### src/rtl/npu_dma_pkg.sv
// Shared types and defaults for the NPU DMA loader slice.
package npu_dma_pkg;

  typedef enum logic [1:0] {
    IDLE,
    RUN,
    DRAIN,
    DONE
  } dma_state_e;

  localparam int unsigned DMA_ADDR_STEP = 4;

endpackage

### src/rtl/npu_dma_fifo.sv
// Read-data FIFO for the DMA loader; the head word is visible without a pop.
module npu_dma_fifo #(
  parameter int unsigned DWidth = 32,
  parameter int unsigned DEPTH  = 4
) (
  input  logic                       clk,
  input  logic                       rst_n,
  input  logic                       push,
  input  logic [DWidth-1:0]          wdata,
  input  logic                       pop,
  output logic [DWidth-1:0]          rdata,
  output logic [$clog2(DEPTH):0]     count,
  output logic                       empty,
  output logic                       full
);

  localparam int unsigned AW = $clog2(DEPTH);

  logic [DWidth-1:0] mem_q [DEPTH];
  logic [AW-1:0]     wr_ptr_q, rd_ptr_q;
  logic [AW:0]       count_q;
  logic              do_push, do_pop;

  assign empty   = (count_q == '0);
  assign full    = (count_q == (AW+1)'(DEPTH));
  assign count   = count_q;
  assign rdata   = mem_q[rd_ptr_q];
  assign do_push = push && !full;
  assign do_pop  = pop && !empty;

  always_ff @(posedge clk) begin
    if (do_push) begin
      mem_q[wr_ptr_q] <= wdata;
    end
  end

  always_ff @(posedge clk or negedge rst_n) begin
    if (!rst_n) begin
      wr_ptr_q <= '0;
      rd_ptr_q <= '0;
      count_q  <= '0;
    end else begin
      if (do_push) wr_ptr_q <= wr_ptr_q + AW'(1);
      if (do_pop)  rd_ptr_q <= rd_ptr_q + AW'(1);
      case ({do_push, do_pop})
        2'b10:   count_q <= count_q + (AW+1)'(1);
        2'b01:   count_q <= count_q - (AW+1)'(1);
        default: count_q <= count_q;
      endcase
    end
  end

endmodule

### src/rtl/npu_dma_loader.sv
// Copies a block of words from an OBI-style read port into consecutive NPU
// addresses, sharing the NPU port with a host master that always wins.
module npu_dma_loader
  import npu_dma_pkg::*;
#(
  parameter int unsigned DWidth     = 32,
  parameter int unsigned FIFO_DEPTH = 4,
  parameter int unsigned LEN_W      = 16,
  parameter int unsigned ADDR_STEP  = DMA_ADDR_STEP
) (
  input  logic              clk_i,
  input  logic              rst_ni,
  input  logic              host_cen_i,
  input  logic              host_wen_i,
  input  logic [DWidth-1:0] host_addr_i,
  input  logic [DWidth-1:0] host_wdata_i,
  output logic [DWidth-1:0] host_rdata_o,
  input  logic              dma_start_i,
  input  logic [DWidth-1:0] dma_src_i,
  input  logic [DWidth-1:0] dma_dst_i,
  input  logic [LEN_W-1:0]  dma_len_i,
  output logic              dma_busy_o,
  output logic              dma_done_o,
  output logic              mem_req_o,
  output logic [DWidth-1:0] mem_addr_o,
  input  logic              mem_gnt_i,
  input  logic              mem_rvalid_i,
  input  logic [DWidth-1:0] mem_rdata_i,
  output logic              npu_cen_o,
  output logic              npu_wen_o,
  output logic [DWidth-1:0] npu_addr_o,
  output logic [DWidth-1:0] npu_wdata_o,
  input  logic [DWidth-1:0] npu_rdata_i
);

  localparam int unsigned       CW      = $clog2(FIFO_DEPTH) + 1;
  localparam logic [CW:0]       DEPTH_C = (CW+1)'(FIFO_DEPTH);
  localparam logic [DWidth-1:0] STEP    = DWidth'(ADDR_STEP);

  dma_state_e        state_q, state_d;
  logic [DWidth-1:0] src_ptr_q, dst_ptr_q;
  logic [LEN_W-1:0]  len_q, issued_q, written_q;
  logic [CW-1:0]     outstanding_q, fifo_count;
  logic [CW:0]       credits_used;
  logic [DWidth-1:0] fifo_head;
  logic              fifo_empty, fifo_full;
  logic              active, start_ok, grant, push, pop;

  assign active       = (state_q == RUN) || (state_q == DRAIN);
  assign start_ok     = (state_q == IDLE) && dma_start_i;
  assign credits_used = {1'b0, outstanding_q} + {1'b0, fifo_count};

  // Credits count words in flight plus words buffered, so a request is only
  // raised when its response is guaranteed a FIFO slot.
  assign mem_req_o  = (state_q == RUN) && (issued_q < len_q) && (credits_used < DEPTH_C);
  assign mem_addr_o = src_ptr_q;
  assign grant      = mem_req_o && mem_gnt_i;
  assign push       = mem_rvalid_i && active && (outstanding_q != '0) && !fifo_full;
  assign pop        = active && !host_cen_i && !fifo_empty;

  assign host_rdata_o = npu_rdata_i;

  npu_dma_fifo #(
    .DWidth (DWidth),
    .DEPTH  (FIFO_DEPTH)
  ) u_fifo (
    .clk   (clk_i),
    .rst_n (rst_ni),
    .push  (push),
    .wdata (mem_rdata_i),
    .pop   (pop),
    .rdata (fifo_head),
    .count (fifo_count),
    .empty (fifo_empty),
    .full  (fifo_full)
  );

  always_ff @(posedge clk_i or negedge rst_ni) begin
    if (!rst_ni) state_q <= IDLE;
    else         state_q <= state_d;
  end

  always_comb begin
    state_d    = state_q;
    dma_busy_o = 1'b0;
    dma_done_o = 1'b0;
    case (state_q)
      IDLE: begin
        if (dma_start_i) state_d = (dma_len_i == '0) ? DONE : RUN;
      end
      RUN: begin
        dma_busy_o = 1'b1;
        if (issued_q == len_q) state_d = DRAIN;
      end
      DRAIN: begin
        dma_busy_o = 1'b1;
        if (written_q == len_q) state_d = DONE;
      end
      DONE: begin
        dma_done_o = 1'b1;
        state_d    = IDLE;
      end
      default: state_d = IDLE;
    endcase
  end

  always_ff @(posedge clk_i or negedge rst_ni) begin
    if (!rst_ni) begin
      src_ptr_q     <= '0;
      dst_ptr_q     <= '0;
      len_q         <= '0;
      issued_q      <= '0;
      written_q     <= '0;
      outstanding_q <= '0;
    end else if (start_ok) begin
      src_ptr_q     <= dma_src_i;
      dst_ptr_q     <= dma_dst_i;
      len_q         <= dma_len_i;
      issued_q      <= '0;
      written_q     <= '0;
      outstanding_q <= '0;
    end else begin
      if (grant) begin
        src_ptr_q <= src_ptr_q + STEP;
        issued_q  <= issued_q + LEN_W'(1);
      end
      if (grant && !push)      outstanding_q <= outstanding_q + CW'(1);
      else if (!grant && push) outstanding_q <= outstanding_q - CW'(1);
      if (pop) begin
        dst_ptr_q <= dst_ptr_q + STEP;
        written_q <= written_q + LEN_W'(1);
      end
    end
  end

  always_comb begin
    npu_cen_o   = 1'b0;
    npu_wen_o   = 1'b0;
    npu_addr_o  = '0;
    npu_wdata_o = '0;
    if (host_cen_i) begin
      npu_cen_o   = 1'b1;
      npu_wen_o   = host_wen_i;
      npu_addr_o  = host_addr_i;
      npu_wdata_o = host_wdata_i;
    end else if (pop) begin
      npu_cen_o   = 1'b1;
      npu_wen_o   = 1'b1;
      npu_addr_o  = dst_ptr_q;
      npu_wdata_o = fifo_head;
    end
  end

endmodule

### config.mk
export PLATFORM = sky130hd
export DESIGN_NAME = npu_dma_loader
export DESIGN_NICKNAME = d
export VERILOG_FILES = /design/src/rtl/npu_dma_pkg.sv /design/src/rtl/npu_dma_fifo.sv /design/src/rtl/npu_dma_loader.sv
export SDC_FILE = /design/constraint.sdc
export NUM_CORES = 1
export LEC_CHECK = 0
export BUFFER_PORTS_ARGS = -buffer_cell sky130_fd_sc_hd__buf_4
export CAP_MARGIN = 10
export CORE_MARGIN = 5
export CORE_UTILIZATION = 40
export DETAILED_ROUTE_END_ITERATION = 12
export PLACE_DENSITY = 0.76
export SLEW_MARGIN = 20
export SYNTH_ARGS = -nofsm -noshare
export SYNTH_HDL_FRONTEND = slang
export SYNTH_SLANG_ARGS = --single-unit
### constraint.sdc
create_clock -name clk_i -period 2.9 [get_ports clk_i]
set_input_delay 0.435 -clock clk_i [delete_from_list [all_inputs] [get_ports clk_i]]
set_output_delay 0.435 -clock clk_i [all_outputs]
set_load 0.1 [all_outputs]
==> summary.txt <==
Power
  – PD cells: about 1100 mW/mm2
  – Overall Power: 19.4 mW
  – Maximum VDD drop: approximately 0.00083 V
  – Leak: 7.06 nW

Yosys
  – Synth area leaders: edfxtp_1, dfrtp_1, mux4_2, a22o_1, nand2_1
  – Sequential fraction of the synthesis area: 55.1%
  – Asr flop ratio synth: approximately 49%
  – Netlist cell types: 51
  – Most used DFF post-synth: edfxtp_1
  – Synth cell count leaders: edfxtp_1, nand2_1, dfrtp_1
  – Post-Syn Nets: between 1000 and 1500
  – Post-Syn Area: 0.0126 mm2
  – Post-synth EDFFs: 128
  – Synth top area share: 30.5%
  – Most common cell in the netlist: edfxtp_1
  – Cell taking the most area after synthesis: edfxtp_1
  – Mean Syn Cell Area: 11.6 um2
  – Count of warnings emitted by yosys: 0
  – #FFs+latches synth: approximately 250
  – Syn Inst Count: ~1100

Hold path
  – Hold Path Sink: mem_addr_o[0]$_DFFE_PN0P_
  – Hold Crit Depth: 3
  – Hold Path Origin: dma_src_i[0]
  – Hold Crit Class: in -> reg

Critical path
  – Crit-path cells: ha_4, nand4_1, or4_4, a21oi_4, buf_6, nor4_4, buf_6
  – Critical Path RT: 2470 ps
  – Crit path DAT: 2510 ps
  – Worst Setup End Kind: output pin
  – Top cell family by delay on the critical path: simple AND/OR/NAND/NOR gates
  – First element of the critical path: issued_q[13]$_DFFE_PN0P_
  – CP max stage delay: 520 ps
  – Worst path most repeated cell: buf_6
  – WP buf/inv: 2
  – CP max FO: 4
  – CP max stage cell: or4_4
  – Critical register-to-register path startpoint: len_q[13]$_DFFE_PN0P_
  – Reg2reg end: issued_q[7]$_DFFE_PN0P_
  – Startpoint types: flip-flop
  – R2r worst-path depth: 8
  – Worst R2R Setup Slack: 80 ps
  – CP Class: reg -> out

Timing
  – Max Clock Skew: 14.6 ps
  – Final period util: 102%
  – Setup violations, final: 1
  – Setup ws final: -44.3 ps
  – Highest clock rate: 0.340 GHz
  – Fin. max-slew vios: 0
  – Final hold violations: 0
  – Rel. slew slack: around two fifths
  – Post-layout min period: 2940 ps
  – RSZ-0062 raised after global routing: true
  – Hold slack: 89.5 ps
  – Least-Margin Pin Slew: 890 ps

Placed design
  – PortBufs: 283
  – DP Worst Slack: a little under 50 ps
  – HPWL after DPL: 23500 um
  – Gpl congestion: 0.876
  – DP Area: 0.0156 mm2

Routing
  – Antenna viol nets, final: 0
  – Routed wire per std cell: 19.4 um
  – DR vias: 9770
  – Total wire length: 34800 um
  – Avg Vias per Cell: between 5 and 6
  – Remaining DRCs: 0
  – DR pass1 iterations: 5
  – Iter 0 DRT Violations: 546

Die
  – Die H: 188 um
  – Core Region: 0.0313 mm2
  – Chip Width: between 150 and 200 um
  – Die ar.: 0.0352 mm2
  – Starting Density: 40.3%
  – Row count: 65
  – Boundary pin count: 348

Layout
  – Design area: 0.0174 mm2
  – Share of cells above drive strength 1: 37.2%
  – N_diodes: 0
  – Synthesis-to-layout area growth: 38.1%
  – Fin nets: 1616

Run status
  – Status: finished with violations
  – Failing checks: negative setup slack

Clock network
  – Root Driver: clkbuf_16
  – Worst-path clk slew: 60 ps
  – CTS Buf Count: 28
  – CTS Buffer Depth: 3
  – Worst skew pair latency: 540 ps
  – CTS tree: built
  – H-tree depth: 1
  – # clock sinks: 252

GRT
  – Congestion Overflow GR: 0
  – Initial antenna violation count: 0
  – Total global-route track usage: a little under a fifth
  – Largest net degree at the start of global routing: 144
  – Number of global-route vias before repair: between 9000 and 10000
  – First-pass GRT wire length: 53400 um

Run
  – Max cap viols: 0
tightest hold or removal path: stages:
cell,delay (ps)
buf_4,80
nand2_1,40
nand2_1,50
stage by stage:
step	cells	TNS (ps)	utilization, %
floorplan	1089	0	-
global placement	1713	0	50.0
detailed placement	1713	0	50.0
CTS	1774	-78.2	54.2
global route	1790	-1200	55.6
finish	1790	-44.3	55.6
report_power, final:
| group | total (mW) | internal [mW] | switching [mW] |
|---|---|---|---|
| Combinational | 10.5 | 3.61 | 6.85 |
| Clock | 3.33 | 1.94 | 1.39 |
| Sequential | 5.65 | 4.72 | 0.934 |
| Total | 19.4 | 10.3 | 9.17 |
metal layers:
metal / up-vias / share of wire, % / GRT usage (%)
li1: 4565 / - / -
met1: 4791 / 40 / 23.6
met2: 347 / 50 / 31.5
met3: 67 / 7.7 / 5.04
met4: 0 / 2.5 / 4.83
met5: - / 0 / 0
final cells by class:
cell class                      count  area [um2]
Inverter                           38         143
Sequential cell                   252        6950
Timing Repair Buffer              337        3250
Fill cell                        2491       13900
Multi-Input combinational cell    710        5690
Clock inverter                     14         105
Clock buffer                       37         764
Tap cell                          402         503
placed cells by master, fill, tap and decap left out, types with 4 or more instances in the layout:
master,instances
xor2_1,45
o21ai_0,71
dfrtp_1,121
a21oi_1,22
buf_8,21
mux2i_1,4
nor4_1,17
ha_4,6
nor2_1,63
and4_1,5
mux4_2,32
nor3_1,5
a31oi_1,24
nand4_1,27
and2_1,8
clkbuf_1,6
and3_1,13
or3_1,9
buf_4,250
o31ai_1,23
a22o_2,12
inv_1,35
xnor2_1,28
buf_6,31
clkbuf_16,31
nand3_1,23
clkinv_1,4
clkinv_2,7
ha_1,25
edfxtp_1,128
buf_12,31
or4_1,23
a22o_4,51
nand2_1,126
registers in the layout, summed over array words and instances (netlist names):
signal,count
issued_q,16
len_q,16
state_q,2
written_q,16
mem_addr_o,32
outstanding_q,3
dst_ptr_q,32
u_fifo.wr_ptr_q,2
u_fifo.rd_ptr_q,2
u_fifo.count,3
u_fifo.mem_q,128
what timing repair did:
item,CTS,global route
setup buffers,9,12
gates cloned,0,4
gates resized for setup,103,55
hold endpoints to repair,40,0
endpoints found under the setup margin,67,93
hold buffers,1,0
pin swaps,3,12
kinds of logic after synthesis:
family / after synthesis / share of synthesized area (%)
AOI/OAI and AO/OA: 221 / 11.7
xor gates and xnor gates: 73 / 5.07
adders and majority gates: 34 / 3.49
buffers and inverters: 128 / 4.92
DFF: 252 / 55.1
muxes: 36 / 6.03
and+or+nand+nor: 345 / 13.6
how the worst max path moves through the flow:
stage	to	slack, ps	cells past startpoint
2_1_floorplan	u_fifo.count[2]$_DFFE_PN0P_	30	12
3_3_place_gp	outstanding_q[2]$_DFFE_PN0P_	140	10
3_5_place_dp	outstanding_q[2]$_DFFE_PN0P_	50	10
4_1_cts	npu_wdata_o[26]	-20	7
5_1_grt	mem_req_o	-110	8
6_report	mem_req_o	-40	7
No activity file was read; power rests on OpenSTA's default activity.
